[config.mk]
export PLATFORM = sky130hd
export DESIGN_NAME = vend_dispense_ctrl
export DESIGN_NICKNAME = d
export VERILOG_FILES = /design/src/rtl/vend_dispense_ctrl.sv
export SDC_FILE = /design/constraint.sdc
export NUM_CORES = 1
export LEC_CHECK = 0
export BUFFER_PORTS_ARGS = -buffer_cell sky130_fd_sc_hd__buf_2
export CORE_ASPECT_RATIO = 1.25
export CORE_MARGIN = 2
export CORE_UTILIZATION = 30
export CTS_CLUSTER_DIAMETER = 80
export DETAILED_ROUTE_END_ITERATION = 16
export PLACE_DENSITY = 0.49
export RECOVER_POWER = 25
export SYNTH_ARGS = -nofsm -noshare
export SYNTH_HDL_FRONTEND = slang
export SYNTH_SLANG_ARGS = --single-unit
[constraint.sdc]
create_clock -name clk -period 3.3 [get_ports clk]
set_input_delay 0.66 -clock clk [delete_from_list [all_inputs] [get_ports clk]]
set_output_delay 0.66 -clock clk [all_outputs]
set_load 0.01 [all_outputs]
[src/rtl/vend_dispense_ctrl.sv]
// vend_dispense_ctrl: queues vend/change strobes and sequences motor, coin-return solenoid and inter-job gap
//   clk, reset      : clock, asynchronous active-high reset
//   vend_i          : single-cycle strobe, queue one dispense job
//   change_i        : change-owed qualifier, captured with vend_i
//   prod_sensor_i   : asynchronous product drop sensor
//   fault_clr_i     : leave FAULT, discarding the stalled job
//   motor_o         : product motor drive
//   solenoid_o      : coin-return solenoid drive
//   busy_o          : FSM not idle
//   fault_o         : motor timed out waiting for the drop sensor
//   overflow_o      : one-cycle pulse when a vend was dropped on a full queue
//   pending_o       : jobs queued but not yet started
module vend_dispense_ctrl #(
    parameter int QDEPTH         = 4,
    parameter int TIMEOUT_CYCLES = 64,
    parameter int SOL_CYCLES     = 8,
    parameter int GAP_CYCLES     = 4,
    parameter int CW             = $clog2(QDEPTH + 1)
) (
    input  logic          clk,
    input  logic          reset,
    input  logic          vend_i,
    input  logic          change_i,
    input  logic          prod_sensor_i,
    input  logic          fault_clr_i,
    output logic          motor_o,
    output logic          solenoid_o,
    output logic          busy_o,
    output logic          fault_o,
    output logic          overflow_o,
    output logic [CW-1:0] pending_o
);
    localparam int AW   = (QDEPTH > 1) ? $clog2(QDEPTH) : 1;
    localparam int MAXC = (TIMEOUT_CYCLES > SOL_CYCLES)
                        ? ((TIMEOUT_CYCLES > GAP_CYCLES) ? TIMEOUT_CYCLES : GAP_CYCLES)
                        : ((SOL_CYCLES > GAP_CYCLES) ? SOL_CYCLES : GAP_CYCLES);
    localparam int TW   = $clog2(MAXC + 1);

    typedef enum logic [2:0] {IDLE, MOTOR, CHANGE, GAP, FAULT} state_t;

    state_t            state, next_state;
    logic [QDEPTH-1:0] q_mem;
    logic [AW-1:0]     wr_ptr, rd_ptr;
    logic [CW-1:0]     count;
    logic [TW-1:0]     cnt, cnt_nxt;
    logic              chg, chg_nxt;
    logic [2:0]        sync;
    logic              empty, full, pop, push_ok, drop;

    assign empty     = (count == '0);
    assign full      = (count == CW'(QDEPTH));
    assign pop       = (state == IDLE) && !empty;
    // a full queue still accepts a push when the head leaves in the same cycle
    assign push_ok   = vend_i && (!full || pop);
    // sync[1] is the synchronized sensor, sync[2] its previous value
    assign drop      = sync[1] && !sync[2];
    assign pending_o = count;

    always_ff @(posedge clk or posedge reset) begin
        if (reset) begin
            q_mem      <= '0;
            wr_ptr     <= '0;
            rd_ptr     <= '0;
            count      <= '0;
            overflow_o <= 1'b0;
            sync       <= '0;
        end else begin
            if (push_ok) begin
                q_mem[wr_ptr] <= change_i;
                wr_ptr        <= wr_ptr + 1'b1;
            end
            if (pop)
                rd_ptr <= rd_ptr + 1'b1;
            count      <= count + CW'(push_ok) - CW'(pop);
            overflow_o <= vend_i && !push_ok;
            sync       <= {sync[1:0], prod_sensor_i};
        end
    end

    always_comb begin
        next_state = state;
        cnt_nxt    = cnt;
        chg_nxt    = chg;
        case (state)
            IDLE: begin
                if (!empty) begin
                    next_state = MOTOR;
                    cnt_nxt    = '0;
                    chg_nxt    = q_mem[rd_ptr];
                end
            end
            MOTOR: begin
                // a drop seen on the final allowed cycle wins over the timeout
                if (drop) begin
                    next_state = chg ? CHANGE : GAP;
                    cnt_nxt    = '0;
                end else if (cnt == TW'(TIMEOUT_CYCLES - 1)) begin
                    next_state = FAULT;
                    cnt_nxt    = '0;
                end else begin
                    cnt_nxt = cnt + 1'b1;
                end
            end
            CHANGE: begin
                next_state = (cnt == TW'(SOL_CYCLES - 1)) ? GAP : CHANGE;
                cnt_nxt    = (cnt == TW'(SOL_CYCLES - 1)) ? '0 : cnt + 1'b1;
            end
            GAP: begin
                next_state = (cnt == TW'(GAP_CYCLES - 1)) ? IDLE : GAP;
                cnt_nxt    = (cnt == TW'(GAP_CYCLES - 1)) ? '0 : cnt + 1'b1;
            end
            FAULT: begin
                next_state = fault_clr_i ? IDLE : FAULT;
            end
            default: begin
                next_state = IDLE;
            end
        endcase
    end

    // outputs are registered from next_state so they change together with state
    always_ff @(posedge clk or posedge reset) begin
        if (reset) begin
            state      <= IDLE;
            cnt        <= '0;
            chg        <= 1'b0;
            motor_o    <= 1'b0;
            solenoid_o <= 1'b0;
            busy_o     <= 1'b0;
            fault_o    <= 1'b0;
        end else begin
            state      <= next_state;
            cnt        <= cnt_nxt;
            chg        <= chg_nxt;
            motor_o    <= (next_state == MOTOR);
            solenoid_o <= (next_state == CHANGE);
            busy_o     <= (next_state != IDLE);
            fault_o    <= (next_state == FAULT);
        end
    end
endmodule

==> impl_metrics.yaml, run 1 <==
sta:
  fmax_mhz: 373.7
  maxSlewViolCount: 31
  hold_slack_ns: 0.3490
  finalHoldViolCount: 0
  setup_slack_ns: 0.6242
  fin_crit_sh_pct: 81.09
  finalSetupTns_ns: 0
  setup_violations: 0
  skew_ns: 0.006957
  rsz0062_at_grt: "no"
  fin_crit_ns: 2.676
  slew_headroom_pct: -9.267
  tightest_slew_ns: 1.639
cells_and_area:
  nets: 171
  register_area_um2: 750.7
  area_delta_synth_final_pct: 12.24
  final_cell_mix: "dfrtp_1 (30), inv_1 (13), buf_2 (13)"
  layout-drive-gt1-share_pct: 21.02
  mostFrequentLayoutCell: "dfrtp_1"
  diodes: 0
  fillers: 485
  multi_input_area_um2: 683.2
detailed_routing:
  routed.top_layer: "met4"
  wl_met2_um: 1413
  viasPerCell: 4.863
  ant_nets: 0
  wl_per_cell_um: 12.51
  drt-met1-wl_um: 1145
  initialDrtViolationCount: 56
  vias: 1065
  wl_um: 2740
  wl_met3_um: 126
  first_pass_iters: 4
  drc_errors: 0
power_and_ir_drop:
  p_per_area_nw_per_um2: 837.4
  cellLeakagePower_uw: 0.0008054
  ir_worst_vdd_uv: 224.5
floorplan:
  start_util_pct: 30.63
  die_y_um: 83.66
  row_count: 29
  core-area_um2: 4971
  io_pins: 14
  die_w_um: 67.72
  dieArea_um2: 5665
grt:
  grt_first_pass_wirelength_um: 4968
  grtUsageTotal_pct: 11.76
  grt_pass1_vias: 1112
  grt_max_degree: 31
  antenna_found_initial: 0
  grt-ovfl-total: 0
synth:
  yosys_warnings: 0
  syn_inst: 141
  async_reset_ff_share_pct: 100.0
  syn_area_um2: 1523
  synth_edf_count: 0
  ys_ff_latch: 30
  ys.flop_type: "dfrtp_1"
  syn_nets: 155
  synth.avg_cell_area_um2: 10.80
  ys_types: 43
  ys_top_cells_by_area: "dfrtp_1 (49%), ha_1 (5.8%), mux2_2 (3.7%)"
  synth_seq_area_share_pct: 49.30
  yosysTopAreaCell: "dfrtp_1"
  synth.top_cell.area_share_pct: 49.30
clock_network:
  cts_tree: "built"
  path_clk_slew_ns: 0.06
  cts_hold_buf: 0
  clockBufferDepth: 2
  numCtsBuffers: 5
  cts_resized: 0
  postCtsSetupRepairBufs: 0
  clk_latency_ns: 0.28
  root_buffer: "clkbuf_8"
  cts_max_level: 2
  clock_sinks: 30
flow_run:
  max_cap_violations: 1
status:
  violations: "capacitance limit, slew limit"
  status: "finished with violations"
worst_hold_path:
  min_from: "sync[0]"
  min_path_cells: 0
  worstHoldEndpoint: "sync[1]"
  min-delay-path-class: "reg2reg"
setup_path:
  rr_worst_depth: 10
  crit_required_ns: 3.49
  cp-end-kind: "register"
  worstSetupPathType: "reg2reg"
  r2r_start: "state[1]"
  cp_max_fo: 11
  worstPathArrival_ns: 2.87
  cp-start-kind: "register"
  rrSetupSlack_ns: 0.62
  timing.rr.end: "pending_o[2]"
placement:
  gp_congestion: 0.8416
  io_buffers: 13
  dp_hpwl_um: 1978
  post-place-ws_ns: 0.5689
## worst max-delay path, stage by stage, from the launching register on
cell      delay [ns]
dfrtp_1         0.51
o311ai_0        0.47
and2_1          0.36
inv_1           0.07
ha_1            0.27
inv_1           0.05
ha_1            0.12
inv_1           0.05
fa_1            0.38
xnor2_1         0.18
xnor2_1         0.14
## metrics by stage
stage	instances	utilization, %	power (µW)	cell area, µm²
6_report	219	34.38	1431	1709
3_3_place_gp	212	32.92	1148	1637
2_1_floorplan	141	-	1046	1523
3_5_place_dp	212	32.92	1174	1637
5_1_grt	219	34.38	1573	1709
4_1_cts	219	34.46	1459	1713
## sequential cells by signal (all words and copies together) (netlist names)
name / count
fault_o: 1
motor_o: 1
wr_ptr: 2
state: 3
chg: 1
solenoid_o: 1
pending_o: 3
q_mem: 4
rd_ptr: 2
overflow_o: 1
cnt: 7
busy_o: 1
sync: 3
## layer usage
layer  vias up  track usage (%)
met5         -                0
met4         0            4.453
met3         5            4.049
met2        19            19.16
met1       529            13.90
li1        512                -
## kinds of logic (layout without fill, tap and decap cells)
logic type / Yosys count / after routing / share of synthesized area [%]
and+or+nand+nor: 50 / 50 / 18.08
DFF: 30 / 30 / 49.30
AOI/OAI and AO/OA: 19 / 19 / 9.203
buffers and inverters: 19 / 35 / 5.834
adders and majority gates: 8 / 8 / 7.066
muxes: 8 / 8 / 6.491
xor gates and xnor gates: 7 / 7 / 4.026
## cell usage after synthesis, drive strengths merged, types with 4 or more instances
cell and instances:
buf 5, xnor2 5, inv 14, nand2 11, ha 7, mux2 5
nand2b 4, dfrtp 30, nor3 5, nor2 10, a21oi 5
## worst max-delay path by stage
stage / start / endpoint / slack (ns) / depth (start not counted)
3_5_place_dp: state[1] / pending_o[2] / 0.57 / 10
3_3_place_gp: state[1] / pending_o[2] / 0.68 / 10
4_1_cts: state[1] / pending_o[2] / 0.56 / 10
5_1_grt: state[1] / pending_o[2] / 0.36 / 10
6_report: state[1] / pending_o[2] / 0.62 / 10
2_1_floorplan: state[2] / pending_o[2] / 0.90 / 12
## area by class of cell
| type | instances | area share, % |
|---|---|---|
| Timing Repair Buffer | 14 | 4.026 |
| Sequential cell | 30 | 43.92 |
| Tap cell | 62 | 4.539 |
| Clock buffer | 7 | 4.466 |
| Multi-Input combinational cell | 92 | 39.97 |
| Inverter | 14 | 3.075 |
## report_power, final
| group | total (µW) | switching (µW) | internal, µW |
|---|---|---|---|
| combinational | 543 | 278 | 265 |
| clock | 274 | 129 | 145 |
| sequential | 614 | 120 | 495 |
| total | 1430 | 527 | 904 |
No activity file was read; power rests on OpenSTA's default activity.
==> run 2, diff against run 1 <==
PLACE_DENSITY = 0.51   (was 0.49)
clock period = 2.25 ns   (was 3.3 ns; I/O delays follow)
==> run 2 against run 1 <==
Effect of this change:
- the run still ends with capacitance limit, slew limit left
- critical path depth unchanged
- final cell count grew 6.4%
- count of clock-buffer cells in the layout shrank 1
- power is 72% higher
==> impl_metrics.yaml, run 2 (synthesis gave the netlist of run 1 again) <==
status:
  status: "finished with violations"
  violations: "capacitance limit, slew limit"
setup_path:
  crit_required_ns: 2.45
  crit_chain: "o311ai_4, and2_4, inv_2, ha_4, inv_2, ha_4, inv_2, fa_2, xnor2_2, xnor2_1"
  worstPathArrival_ns: 2.41
  cp_slowest_stage_delay_ns: 0.43
  cpMostUsedCell: "inv_2"
  cp-start-kind: "register"
  worstSetupPathType: "reg2reg"
  cp-end-kind: "register"
  cp_max_fo: 3
  cp_slowest_cell: "dfrtp_2"
grt:
  grt-ovfl-total: 0
  grt_first_pass_wirelength_um: 4526
  grt_max_degree: 31
  antenna_found_initial: 0
  grtUsageTotal_pct: 10.84
  grt_pass1_vias: 1018
detailed_routing:
  ant_nets: 0
  vias: 1070
  wl_per_cell_um: 12.62
  viasPerCell: 4.592
  wl_um: 2941
  initialDrtViolationCount: 25
  first_pass_iters: 4
  drc_errors: 0
placement:
  dp_hpwl_um: 1998
  gp_congestion: 0.6917
  post-place-ws_ns: 0.06109
  io_buffers: 13
cells_and_area:
  top_register: "cnt"
  layout-drive-gt1-share_pct: 37.43
  largest_reg_flops: 7
  diodes: 0
  final_cell_mix: "dfrtp_1 (26), buf_2 (13), buf_4 (12)"
  fillers: 482
  reg.largest.list: "cnt x7, q_mem x4"
  mostFrequentLayoutCell: "dfrtp_1"
  nets: 184
  area_delta_synth_final_pct: 25.14
clock_network:
  clockBufferDepth: 2
  numCtsBuffers: 5
  clock_sinks: 30
  path_clk_slew_ns: 0.07
  cts_max_level: 2
  cts_tree: "built"
  clk_latency_ns: 0.28
  root_buffer: "clkbuf_8"
power_and_ir_drop:
  power.total_uw: 2469
  ir_worst_vdd_uv: 376.7
  p_per_area_nw_per_um2: 1295
  cellLeakagePower_uw: 0.0008812
floorplan:
  dieArea_um2: 5665
  die_w_um: 67.72
  row_count: 29
  start_util_pct: 30.63
  core-area_um2: 4971
  die_y_um: 83.66
  io_pins: 14
sta:
  setup_violations: 0
  hold_slack_ns: 0.2676
  skew_ns: 0.002437
  finalHoldViolCount: 0
  maxSlewViolCount: 31
  fin_crit_ns: 2.206
  slew_headroom_pct: -8.077
  fin_crit_sh_pct: 98.07
  fmax_mhz: 453.2
  setup_slack_ns: 0.04351
  tightest_slew_ns: 1.621
worst_hold_path:
  min-delay-path-class: "in2reg"
flow_run:
  max_cap_violations: 1
-- run 2: stage by stage --
stage	instance area [µm²]	std cells	setup TNS [ns]	utilization, %
detailed placement	1718	219	0	34.56
finish	1906	233	0	38.33
global route	1906	233	-0.009153	38.33
global placement	1718	219	0	34.56
floorplan	1562	141	0	-
CTS	1813	227	0	36.47
-- run 2: power breakdown --
group          internal, µW  switching, µW  leakage, µW
logic                   581            548     0.000467
clock network           245            213    0.0000472
registers               733            148     0.000367
total                  1560            909     0.000881
-- run 2: per-layer routing --
layer | share of wire [%] | vias up | track usage [%] | wire length (µm)
li1 | - | 538 | - | -
met1 | 43 | 509 | 12.73 | 1257
met2 | 52 | 17 | 16.58 | 1516
met3 | 3.4 | 6 | 2.834 | 101
met4 | 2.2 | 0 | 7.792 | 66
met5 | 0 | - | 0 | 0
-- run 2: worst max-delay path: cells and delay by family, from the launching register on --
family	cells	cell delay, ns
fa+ha+maj	3	0.74
flops	1	0.43
xor+xnor	2	0.32
compound gates	1	0.29
simple gates	1	0.19
buf+inv	3	0.15
-- run 2: worst paths after layout --
path                               start  cells past startpoint            to  slack [ns]
max                             state[0]                     10  pending_o[2]        0.04
min                        prod_sensor_i                      1       sync[0]        0.27
max reg2reg                     state[0]                     10  pending_o[2]        0.04
min reg2reg                      sync[0]                      0       sync[1]        0.35
max in group asynchronous          reset                      3      state[0]        0.47
min in group asynchronous          reset                      3       sync[0]        0.72
-- run 2: repair_timing --
item / in CTS / in global routing
resized for setup: 0 / 15
setup buffers: 0 / 7
setup endpoints to repair: 0 / 1
hold buffers: 0 / 0
-- run 2: cell type report --
cell class / count / area, µm² / share of cell area, %
clock inverter: 2 / 12.51 / 0.6566
tap: 62 / 77.57 / 4.071
inverter: 14 / 52.55 / 2.758
timing repair buffer: 27 / 170.2 / 8.930
clock buffer: 6 / 82.58 / 4.334
multi-input combinational: 92 / 754.5 / 39.59
sequential: 30 / 755.7 / 39.66
==> run 3, diff against run 2 <==
ABC_AREA = 1   (was default)
PLACE_DENSITY = 0.5   (was 0.51)
==> run 3 against run 2 <==
Effect of this change:
- the flow still finishes with violations (capacitance limit, slew limit)
- synthesized cell count grew 36%
- register-to-register slack gained 0.09 ns
- flip-flop and latch count is the same
- clock power shrank 12%
- cell area grew 2.8%
- fmax grew 4.1%
- critical endpoint unchanged
- largest cell class is now multi-input gates
==> impl_metrics.yaml, run 3 <==
cells_and_area:
  fin_cells: 278
  top_register: "cnt"
  mostFrequentLayoutCell: "nand2_1"
  final_cell_mix: "nand2_1 (36), dfrtp_1 (30), inv_1 (23)"
  area_delta_synth_final_pct: 13.49
  final_core_util_pct: 35.73
  largest_reg_flops: 7
  reg.largest.list: "cnt x7, q_mem x4"
  layout-drive-gt1-share_pct: 30.84
  nets: 228
  fillers: 573
  diodes: 0
synth:
  synth_edf_count: 0
  synth.avg_cell_area_um2: 8.986
  ys_types: 27
  synth.top_cell.area_share_pct: 43.51
  ys.flop_type: "dfrtp_1"
  yosys_warnings: 0
  async_reset_ff_share_pct: 100.0
  syn_nets: 206
  yosysTopAreaCell: "dfrtp_1"
  syn_area_um2: 1725
  syn_inst: 192
  yosysMostFrequentCell: "nand2_1"
  ys_top_cells_by_area: "dfrtp_1 (44%), nand2_1 (7.8%), ha_1 (5.1%)"
  ys_ff_latch: 30
  synth_seq_area_share_pct: 43.51
  ys_top_cells_by_count: "nand2_1 (36), dfrtp_1 (30), inv_1 (23)"
detailed_routing:
  wl_um: 3126
  initialDrtViolationCount: 28
  ant_nets: 0
  first_pass_iters: 6
  drc_errors: 0
  wl_per_cell_um: 11.24
  viasPerCell: 4.446
  vias: 1236
grt:
  grt_pass1_vias: 1232
  grt_max_degree: 31
  antenna_found_initial: 0
  grt-busiest-layer: "met2"
  grt_util_met3_pct: 3.759
  grt-ovfl-total: 0
  grtUsageTotal_pct: 11.64
  grt_first_pass_wirelength_um: 5602
  grtUsageMet1_pct: 13.14
  use_met2_pct: 19.61
power_and_ir_drop:
  power.total_uw: 2434
  p_per_area_nw_per_um2: 1243
  ir_worst_vdd_uv: 472.9
  cellLeakagePower_uw: 0.001014
status:
  violations: "capacitance limit, slew limit"
  status: "finished with violations"
clock_network:
  cts_max_level: 2
  cts_tree: "built"
  postCtsSetupRepairBufs: 0
  cts_resized: 0
  cts_hold_buf: 0
  clock_sinks: 30
  path_clk_slew_ns: 0.06
  clockBufferDepth: 2
  root_buffer: "clkbuf_8"
  numCtsBuffers: 5
  clk_latency_ns: 0.28
floorplan:
  core-area_um2: 5480
  row_count: 30
  die_y_um: 88.79
  start_util_pct: 31.48
  die_w_um: 71.83
  io_pins: 14
  dieArea_um2: 6378
placement:
  io_buffers: 13
  dp.cells: 271
  dp_hpwl_um: 2388
  gp_congestion: 0.7545
setup_path:
  rr_worst_depth: 12
  cp_slowest_cell: "dfrtp_1"
  crit_required_ns: 2.42
  crit_chain: "inv_2, nand2_2, nor2_4, nand2_8, nand2_8, nand2_4, ha_1, inv_1, ha_1, inv_1, fa_1, xnor2_1"
  cp-end-kind: "register"
  worstSetupPathType: "reg2reg"
  worstPathArrival_ns: 2.29
  cp-start-kind: "register"
  cp_slowest_stage_delay_ns: 0.43
  timing.rr.end: "pending_o[2]"
  r2r_start: "state[0]"
  rrSetupSlack_ns: 0.13
  cp_max_fo: 6
sta:
  finalHoldViolCount: 0
  skew_ns: 0.002783
  rsz0062_at_grt: "no"
  fin_crit_sh_pct: 94.21
  tightest_slew_ns: 1.631
  fin_crit_ns: 2.120
  maxSlewViolCount: 31
  fmax_mhz: 471.8
  slew_headroom_pct: -8.726
  setup_violations: 0
  finalSetupTns_ns: 0
  hold_slack_ns: 0.2741
flow_run:
  max_cap_violations: 1
worst_hold_path:
  min-delay-path-class: "in2reg"
  worstHoldEndpoint: "sync[0]"
  min_from: "prod_sensor_i"
  min_path_cells: 1
## run 3: how the worst max path moves through the flow
stage | startpoint | end | cells past startpoint
5_1_grt | state[0] | pending_o[2] | 12
3_5_place_dp | state[0] | pending_o[2] | 12
4_1_cts | state[0] | pending_o[2] | 12
2_1_floorplan | pending_o[1] | pending_o[2] | 11
6_report | state[0] | pending_o[2] | 12
3_3_place_gp | state[0] | pending_o[2] | 12
## run 3: final cells by class
cell class	count	area [µm²]	area share, %
well taps	64	80.08	4.089
multi-input cells	128	847.1	43.26
inverters	34	127.6	6.518
clock buffers	7	76.32	3.898
flip-flops and latches	30	750.7	38.34
repair buffers	15	76.32	3.898
## run 3: worst max-delay path, delay by kind of cell (launching register included)
family	cells	cell delay, ns
flip-flops	1	0.43
AND/OR/NAND/NOR	5	0.49
adder cells (fa/ha/maj)	3	0.77
XOR/XNOR	1	0.13
buffers and inverters	3	0.19
## run 3: cell families (layout without fill, tap and decap cells)
| family | count (synthesis) | count (layout) | synth area share (%) |
|---|---|---|---|
| flip-flops | 30 | 30 | 43.51 |
| AND/OR/NAND/NOR | 95 | 95 | 31.98 |
| adder cells (fa/ha/maj) | 8 | 8 | 6.236 |
| AO/OA/AOI/OAI | 20 | 20 | 7.905 |
| XOR/XNOR | 5 | 5 | 2.974 |
| buffers and inverters | 34 | 56 | 7.397 |
## run 3: stage by stage
| stage | setup slack (ns) | instance area [µm²] |
|---|---|---|
| after floorplan | 0.1757 | 1725 |
| after global placement | 0.1438 | 1886 |
| after detailed placement | 0.1107 | 1886 |
| after CTS | 0.1078 | 1962 |
| after global routing | 0.01429 | 1958 |
| final | 0.1304 | 1958 |
## run 3: power breakdown
group	internal (µW)	switching (µW)	total [µW]
sequential	728	142	870
clock	212	192	405
combinational	455	705	1160
## run 3: metal layers
metal,vias to the layer above,share of wire (%)
met5,-,0
met4,0,2.5
met3,7,3.6
met2,14,51
met1,572,43
li1,643,-
